==> src/rtl/bus_arbiter_rr8_if.sv <==
// Bundle of request/grant signals between the 8 bus sources and the
// round-robin arbiter that drives the decoder3_8 + bufif1 select fabric.
//   req    : one request bit per source (bit i = source i)
//   gnt    : one-hot registered grant back to each source
//   sel    : registered index of the granted source (decoder s2..s0)
//   bus_en : registered, high while a grant is active (decoder gate)
//   busy   : combinational bus_en | (|req)
// Modports: master = requester side, slave = arbiter side.
interface bus_arbiter_rr8_if;
  logic [7:0] req;
  logic [7:0] gnt;
  logic [2:0] sel;
  logic       bus_en;
  logic       busy;

  modport master (
    output req,
    input  gnt,
    input  sel,
    input  bus_en,
    input  busy
  );

  modport slave (
    input  req,
    output gnt,
    output sel,
    output bus_en,
    output busy
  );
endinterface

==> src/rtl/bus_arbiter_rr8.sv <==
// Round-robin arbiter for an 8-source shared tri-state bus.
// Registers a 3-bit select and bus enable for the decoder plus a one-hot
// grant per requester. A bounded hold time (MAX_HOLD) forces the owner off
// the bus when someone else is waiting; MAX_HOLD = 0 disables preemption.
// Ports:
//   clk   : rising-edge clock
//   rst_n : asynchronous active-low reset
//   bus   : bus_arbiter_rr8_if.slave (req in; gnt, sel, bus_en, busy out)
// Optional feature macro ARB_TURNAROUND_EN: every release or preempt
// passes through one dead TURN cycle (gnt=0, bus_en=0, sel held) before
// the next winner is chosen, so two bufif1 drivers never overlap.
// Parameters:
//   MAX_HOLD : max consecutive grant cycles while another source waits
//   CNT_W    : hold-counter width, 2**CNT_W > MAX_HOLD
module bus_arbiter_rr8 #(
  parameter int unsigned MAX_HOLD = 16,
  parameter int unsigned CNT_W    = 5
) (
  input  logic               clk,
  input  logic               rst_n,
  bus_arbiter_rr8_if.slave   bus
);

  typedef enum logic [1:0] {
    IDLE  = 2'd0,
    GRANT = 2'd1,
    TURN  = 2'd2
  } state_t;

  // Last hold count before a waiting source forces a handoff; with
  // preemption disabled the counter just saturates at all-ones.
  localparam logic [CNT_W-1:0] HOLD_LAST =
    (MAX_HOLD == 0) ? '1 : CNT_W'(MAX_HOLD - 1);

  state_t           state_q, state_d;
  logic [2:0]       sel_q, sel_d;
  logic             bus_en_q, bus_en_d;
  logic [7:0]       gnt_q, gnt_d;
  logic [2:0]       rr_ptr_q, rr_ptr_d;
  logic [CNT_W-1:0] hold_q, hold_d;

  logic [7:0] others;
  logic       any_req;
  logic       rel_c;
  logic       preempt_c;
  logic [2:0] win_idle;
  logic [2:0] win_hand;

  // First set bit of r searching upward from ptr+1, wrapping 7 -> 0.
  // Returns ptr when r is empty; callers only use it when r is non-zero.
  function automatic logic [2:0] rr_pick(input logic [7:0] r,
                                         input logic [2:0] ptr);
    logic [2:0] idx;
    logic       found;
    rr_pick = ptr;
    found   = 1'b0;
    for (int unsigned i = 1; i <= 8; i++) begin
      idx = ptr + 3'(i);
      if (!found && r[idx]) begin
        rr_pick = idx;
        found   = 1'b1;
      end
    end
  endfunction

  // While granted rr_ptr equals the owner, so searching from rr_ptr+1 over
  // the owner-masked requests yields the next source in round-robin order.
  always_comb begin
    others    = bus.req & ~(8'b1 << sel_q);
    any_req   = |bus.req;
    rel_c     = ~bus.req[sel_q];
    preempt_c = (MAX_HOLD != 0) && (hold_q == HOLD_LAST) && (|others);
    win_idle  = rr_pick(bus.req, rr_ptr_q);
    win_hand  = rr_pick(others, rr_ptr_q);
  end

  always_ff @(posedge clk or negedge rst_n) begin
    if (!rst_n) begin
      state_q  <= IDLE;
      sel_q    <= '0;
      bus_en_q <= 1'b0;
      gnt_q    <= '0;
      rr_ptr_q <= 3'd7;
      hold_q   <= '0;
    end else begin
      state_q  <= state_d;
      sel_q    <= sel_d;
      bus_en_q <= bus_en_d;
      gnt_q    <= gnt_d;
      rr_ptr_q <= rr_ptr_d;
      hold_q   <= hold_d;
    end
  end

  always_comb begin
    state_d = state_q;
    case (state_q)
      IDLE: begin
        if (any_req) state_d = GRANT;
      end
      GRANT: begin
        if (rel_c || preempt_c) begin
`ifdef ARB_TURNAROUND_EN
          state_d = TURN;
`else
          state_d = (|others) ? GRANT : IDLE;
`endif
        end
      end
      TURN: begin
        state_d = any_req ? GRANT : IDLE;
      end
      default: state_d = IDLE;
    endcase
  end

  always_comb begin
    sel_d    = sel_q;
    bus_en_d = bus_en_q;
    rr_ptr_d = rr_ptr_q;
    hold_d   = hold_q;
    case (state_q)
      IDLE, TURN: begin
        if (any_req) begin
          sel_d    = win_idle;
          bus_en_d = 1'b1;
          rr_ptr_d = win_idle;
          hold_d   = '0;
        end
      end
      GRANT: begin
        if (rel_c || preempt_c) begin
`ifdef ARB_TURNAROUND_EN
          bus_en_d = 1'b0;
          hold_d   = '0;
`else
          if (|others) begin
            sel_d    = win_hand;
            bus_en_d = 1'b1;
            rr_ptr_d = win_hand;
            hold_d   = '0;
          end else begin
            bus_en_d = 1'b0;
            hold_d   = '0;
          end
`endif
        end else if (hold_q != HOLD_LAST) begin
          hold_d = hold_q + CNT_W'(1);
        end
      end
      default: begin
        bus_en_d = 1'b0;
        hold_d   = '0;
      end
    endcase
    // gnt is derived from the same next values so it always matches sel/bus_en.
    gnt_d = bus_en_d ? (8'b1 << sel_d) : 8'h00;
  end

  assign bus.gnt    = gnt_q;
  assign bus.sel    = sel_q;
  assign bus.bus_en = bus_en_q;
  assign bus.busy   = bus_en_q | any_req;

endmodule

==> src/flat_wrapper.sv <==
// flat-port wrapper written by rule: the top's interface ports become plain ports
module bus_arbiter_rr8_flat 
#(
  parameter int unsigned MAX_HOLD = 16,
  parameter int unsigned CNT_W    = 5
)
  (clk, rst_n, bus_req, bus_gnt, bus_sel, bus_bus_en, bus_busy);
  bus_arbiter_rr8_if bus_i ();
  input  logic clk;
  input  logic rst_n;
  input wire logic [$bits(bus_i.req)-1:0] bus_req;
  output wire logic [$bits(bus_i.gnt)-1:0] bus_gnt;
  output wire logic [$bits(bus_i.sel)-1:0] bus_sel;
  output wire logic [$bits(bus_i.bus_en)-1:0] bus_bus_en;
  output wire logic [$bits(bus_i.busy)-1:0] bus_busy;
  assign bus_i.req = bus_req;
  assign bus_gnt = bus_i.gnt;
  assign bus_sel = bus_i.sel;
  assign bus_bus_en = bus_i.bus_en;
  assign bus_busy = bus_i.busy;
  bus_arbiter_rr8 #(.MAX_HOLD(MAX_HOLD), .CNT_W(CNT_W)) u_core (.clk(clk), .rst_n(rst_n), .bus(bus_i));
endmodule
==> config.mk <==
export PLATFORM = sky130hd
export DESIGN_NAME = bus_arbiter_rr8_flat
export DESIGN_NICKNAME = d
export VERILOG_FILES = /design/src/rtl/bus_arbiter_rr8_if.sv /design/src/rtl/bus_arbiter_rr8.sv /design/src/flat_wrapper.sv
export SDC_FILE = /design/constraint.sdc
export NUM_CORES = 1
export LEC_CHECK = 0
export CORE_ASPECT_RATIO = 1.5
export CORE_MARGIN = 1
export CORE_UTILIZATION = 60
export DETAILED_ROUTE_END_ITERATION = 8
export PLACE_DENSITY = 0.81
export SETUP_SLACK_MARGIN = 0.02
export SLEW_MARGIN = 40
export SYNTH_ARGS = -nofsm -noshare
export SYNTH_HDL_FRONTEND = slang
export SYNTH_SLANG_ARGS = --single-unit
export TNS_END_PERCENT = 5
==> constraint.sdc <==
create_clock -name clk -period 5.45 [get_ports clk]
set_input_delay 0.545 -clock clk [delete_from_list [all_inputs] [get_ports clk]]
set_output_delay 0.545 -clock clk [all_outputs]
set_load 0.01 [all_outputs]
==> flow_summary.toml <==
[status]
status = "complete, no violations"

[synthesis]
synth-compound-area-share = 0.250
synth.avg_cell_area_um2 = 8.82
synthFlopType = "dfrtp_1"
synth-edff-count = 0
netlist_instances = 351
ys_async_sr_fraction = 1.00
synth_cell_type_count = 68
synthMuxAreaShare = 0.285
synth-xor-area-share = 0.0303
ys_seq_area_frac = 0.171
yosysWarningCount = 0
yosys.area_share.simple = 0.191
netlist_area_um2 = 3100
synth_top_family_by_area = "multiplexers"
syn-num-nets = 365
synth_fa_ha_area_frac = 0.0162
synth_seq_cells = 21

[place]
place_congestion = 1.01
post-place-ws_ps = 1070
port-buffer-count = 22
dpl.hpwl_um = 6920

[cts]
numClockSinks = 21
cts_tree = "done"
cts-root-buf = "clkbuf_8"
htreeDepth = 1
post_cts_buffers = 0
cts_buffer_depth = 2
cts_buffers = 3
cts_hold_buf = 0
clkTransAtPathRegs_ps = 70
clock_latency_ps = 250
post_cts_resized = 0

[sta]
worst_slew_pin_slew_ps = 837
setup_slack_ps = 994
setup-tns-final_ps = 0
slew_violations = 0
hold_viol = 0
max_slew_margin = 0.436
finClkSkew_ps = 3.60
setup_viol_count_final = 0
max_freq_ghz = 0.224
rsz0062_at_grt = "no"
period_share = 0.818
fin_crit_ps = 4460

[setup_path]
critical_path.max_stage_delay_ps = 940
cp_max_fo = 29
critPathCaptureType = "flip-flop"
slowest_stage = "dfstp_2"
critPathLaunchType = "flip-flop"
critPathKind = "flip-flop to flip-flop"
cp_cell_sequence = "inv_1, ha_1, mux4_2, nand2b_1, a211o_1, a211oi_1, nor4_1, a21oi_1, nand2_1, o211ai_1, inv_2, nor3_1"
crit_arrival_ps = 4620
worstPathRequired_ps = 5610

[die]
core-area_um2 = 4890
die_w_um = 60.6
row_count = 31
die_area_um2 = 5460
boundaryPins = 23
chipHeight_um = 90.0
start_util = 0.633

[route]
ant_nets = 0
drc = 0
drtIter0Drc = 217
vias_per_cell = 7.21
num_vias = 3049
wl_per_cell_um = 21.6
firstDrtPassIters = 5
wl_um = 9120

[global_route]
grt_pass1_wl_um = 14900
globalRouteTotalUtil = 0.362
antenna_found_initial = 0
globalRouteOverflowTotal = 0
grt_start_max_net_pins = 31
grt_pass1_vias = 3084

[cells_and_area]
drive_above_1_share = 0.165
n_antenna_cell = 0
syn_to_final_growth_pct = 8.65
fin_nets = 372

[min_path]
hold_path.class = "input port to async pin"

[run]
max_cap_violations = 0
-- per-layer routing --
layer | wire length (um) | track usage | share of wire
met5 | 0 | 0 | 0
met4 | 611 | 0.222 | 0.067
met3 | 506 | 0.0388 | 0.055
met2 | 4740 | 0.608 | 0.52
met1 | 3260 | 0.423 | 0.36
-- cell usage in the layout, fill, tap and decap left out, types with 8 or more instances in the layout --
cell type,Yosys,routed
a21oi_1,23,23
nand3_1,8,8
o211ai_1,9,9
mux2i_1,18,18
o21ai_0,21,20
mux4_2,26,26
dfrtp_1,18,18
nand2_1,29,29
a31oi_1,9,9
nor3_1,8,8
inv_1,9,9
nor2_1,24,24
clkdlybuf4s50_1,0,21
-- state kept, by name, summed over array words and instances, names as in the netlist --
name / flops
u_core.rr_ptr_q: 3
u_core.bus.bus_en: 1
u_core.hold_q: 5
u_core.bus.sel: 3
u_core.bus.gnt: 8
u_core.state_q: 1
-- final timing paths --
| kind | start | to | slack, ps | cells past startpoint |
|---|---|---|---|---|
| max | u_core.rr_ptr_q[1] | u_core.bus.gnt[2] | 990 | 12 |
| min | rst_n | u_core.bus.sel[1] | 240 | 1 |
| max reg2reg | u_core.rr_ptr_q[1] | u_core.bus.gnt[2] | 990 | 12 |
| min reg2reg | u_core.hold_q[3] | u_core.hold_q[3] | 480 | 1 |
| max in group asynchronous | rst_n | u_core.rr_ptr_q[1] | 4870 | 1 |
| min in group clk | u_core.hold_q[3] | u_core.hold_q[3] | 480 | 1 |
-- cell type report --
type / count / area, um^2
inverter: 12 / 47.5
fill: 424 / 1520
multi-input combinational: 292 / 2400
tap: 66 / 82.6
clock buffer: 4 / 45.0
sequential: 21 / 529
timing repair buffer: 28 / 260
-- critical path: cells and delay by family, from the launching register on --
kind	cells	cell delay, ps
simple gates	4	610
compound gates	4	1120
buf+inv	2	410
mux	1	450
flops	1	940
fa+ha+maj	1	830
-- Yosys cell counts, types with 9 or more instances --
library cell  count  area share
nor2_1           24       0.029
o21ai_0          21       0.034
dfrtp_1          18        0.15
inv_1             9       0.011
nand2_1          29       0.035
o211ai_1          9       0.022
a31oi_1           9       0.018
mux2i_1          18       0.058
clkbuf_1         16       0.019
mux4_2           26        0.19
a21oi_1          23       0.037
-- cells by family (layout without fill, tap and decap cells) --
family	after synthesis	count (layout)
mux	54	54
compound gates	113	113
fa+ha+maj	4	4
flops	21	21
simple gates	112	112
xor+xnor	9	9
buf+inv	38	44
-- stage by stage --
step | hold WS, ps | cell area (um^2) | instances | utilization
finish | 236 | 3360 | 423 | 0.688
global route | 267 | 3360 | 423 | 0.688
CTS | 241 | 3360 | 423 | 0.688
detailed placement | 465 | 3320 | 419 | 0.679
global placement | 462 | 3320 | 419 | 0.678
floorplan | 249 | 3100 | 351 | -
Power is left out: the tool's default activity adds up to more than one toggle a clock period on the data nets, which glitch-free logic cannot reach.
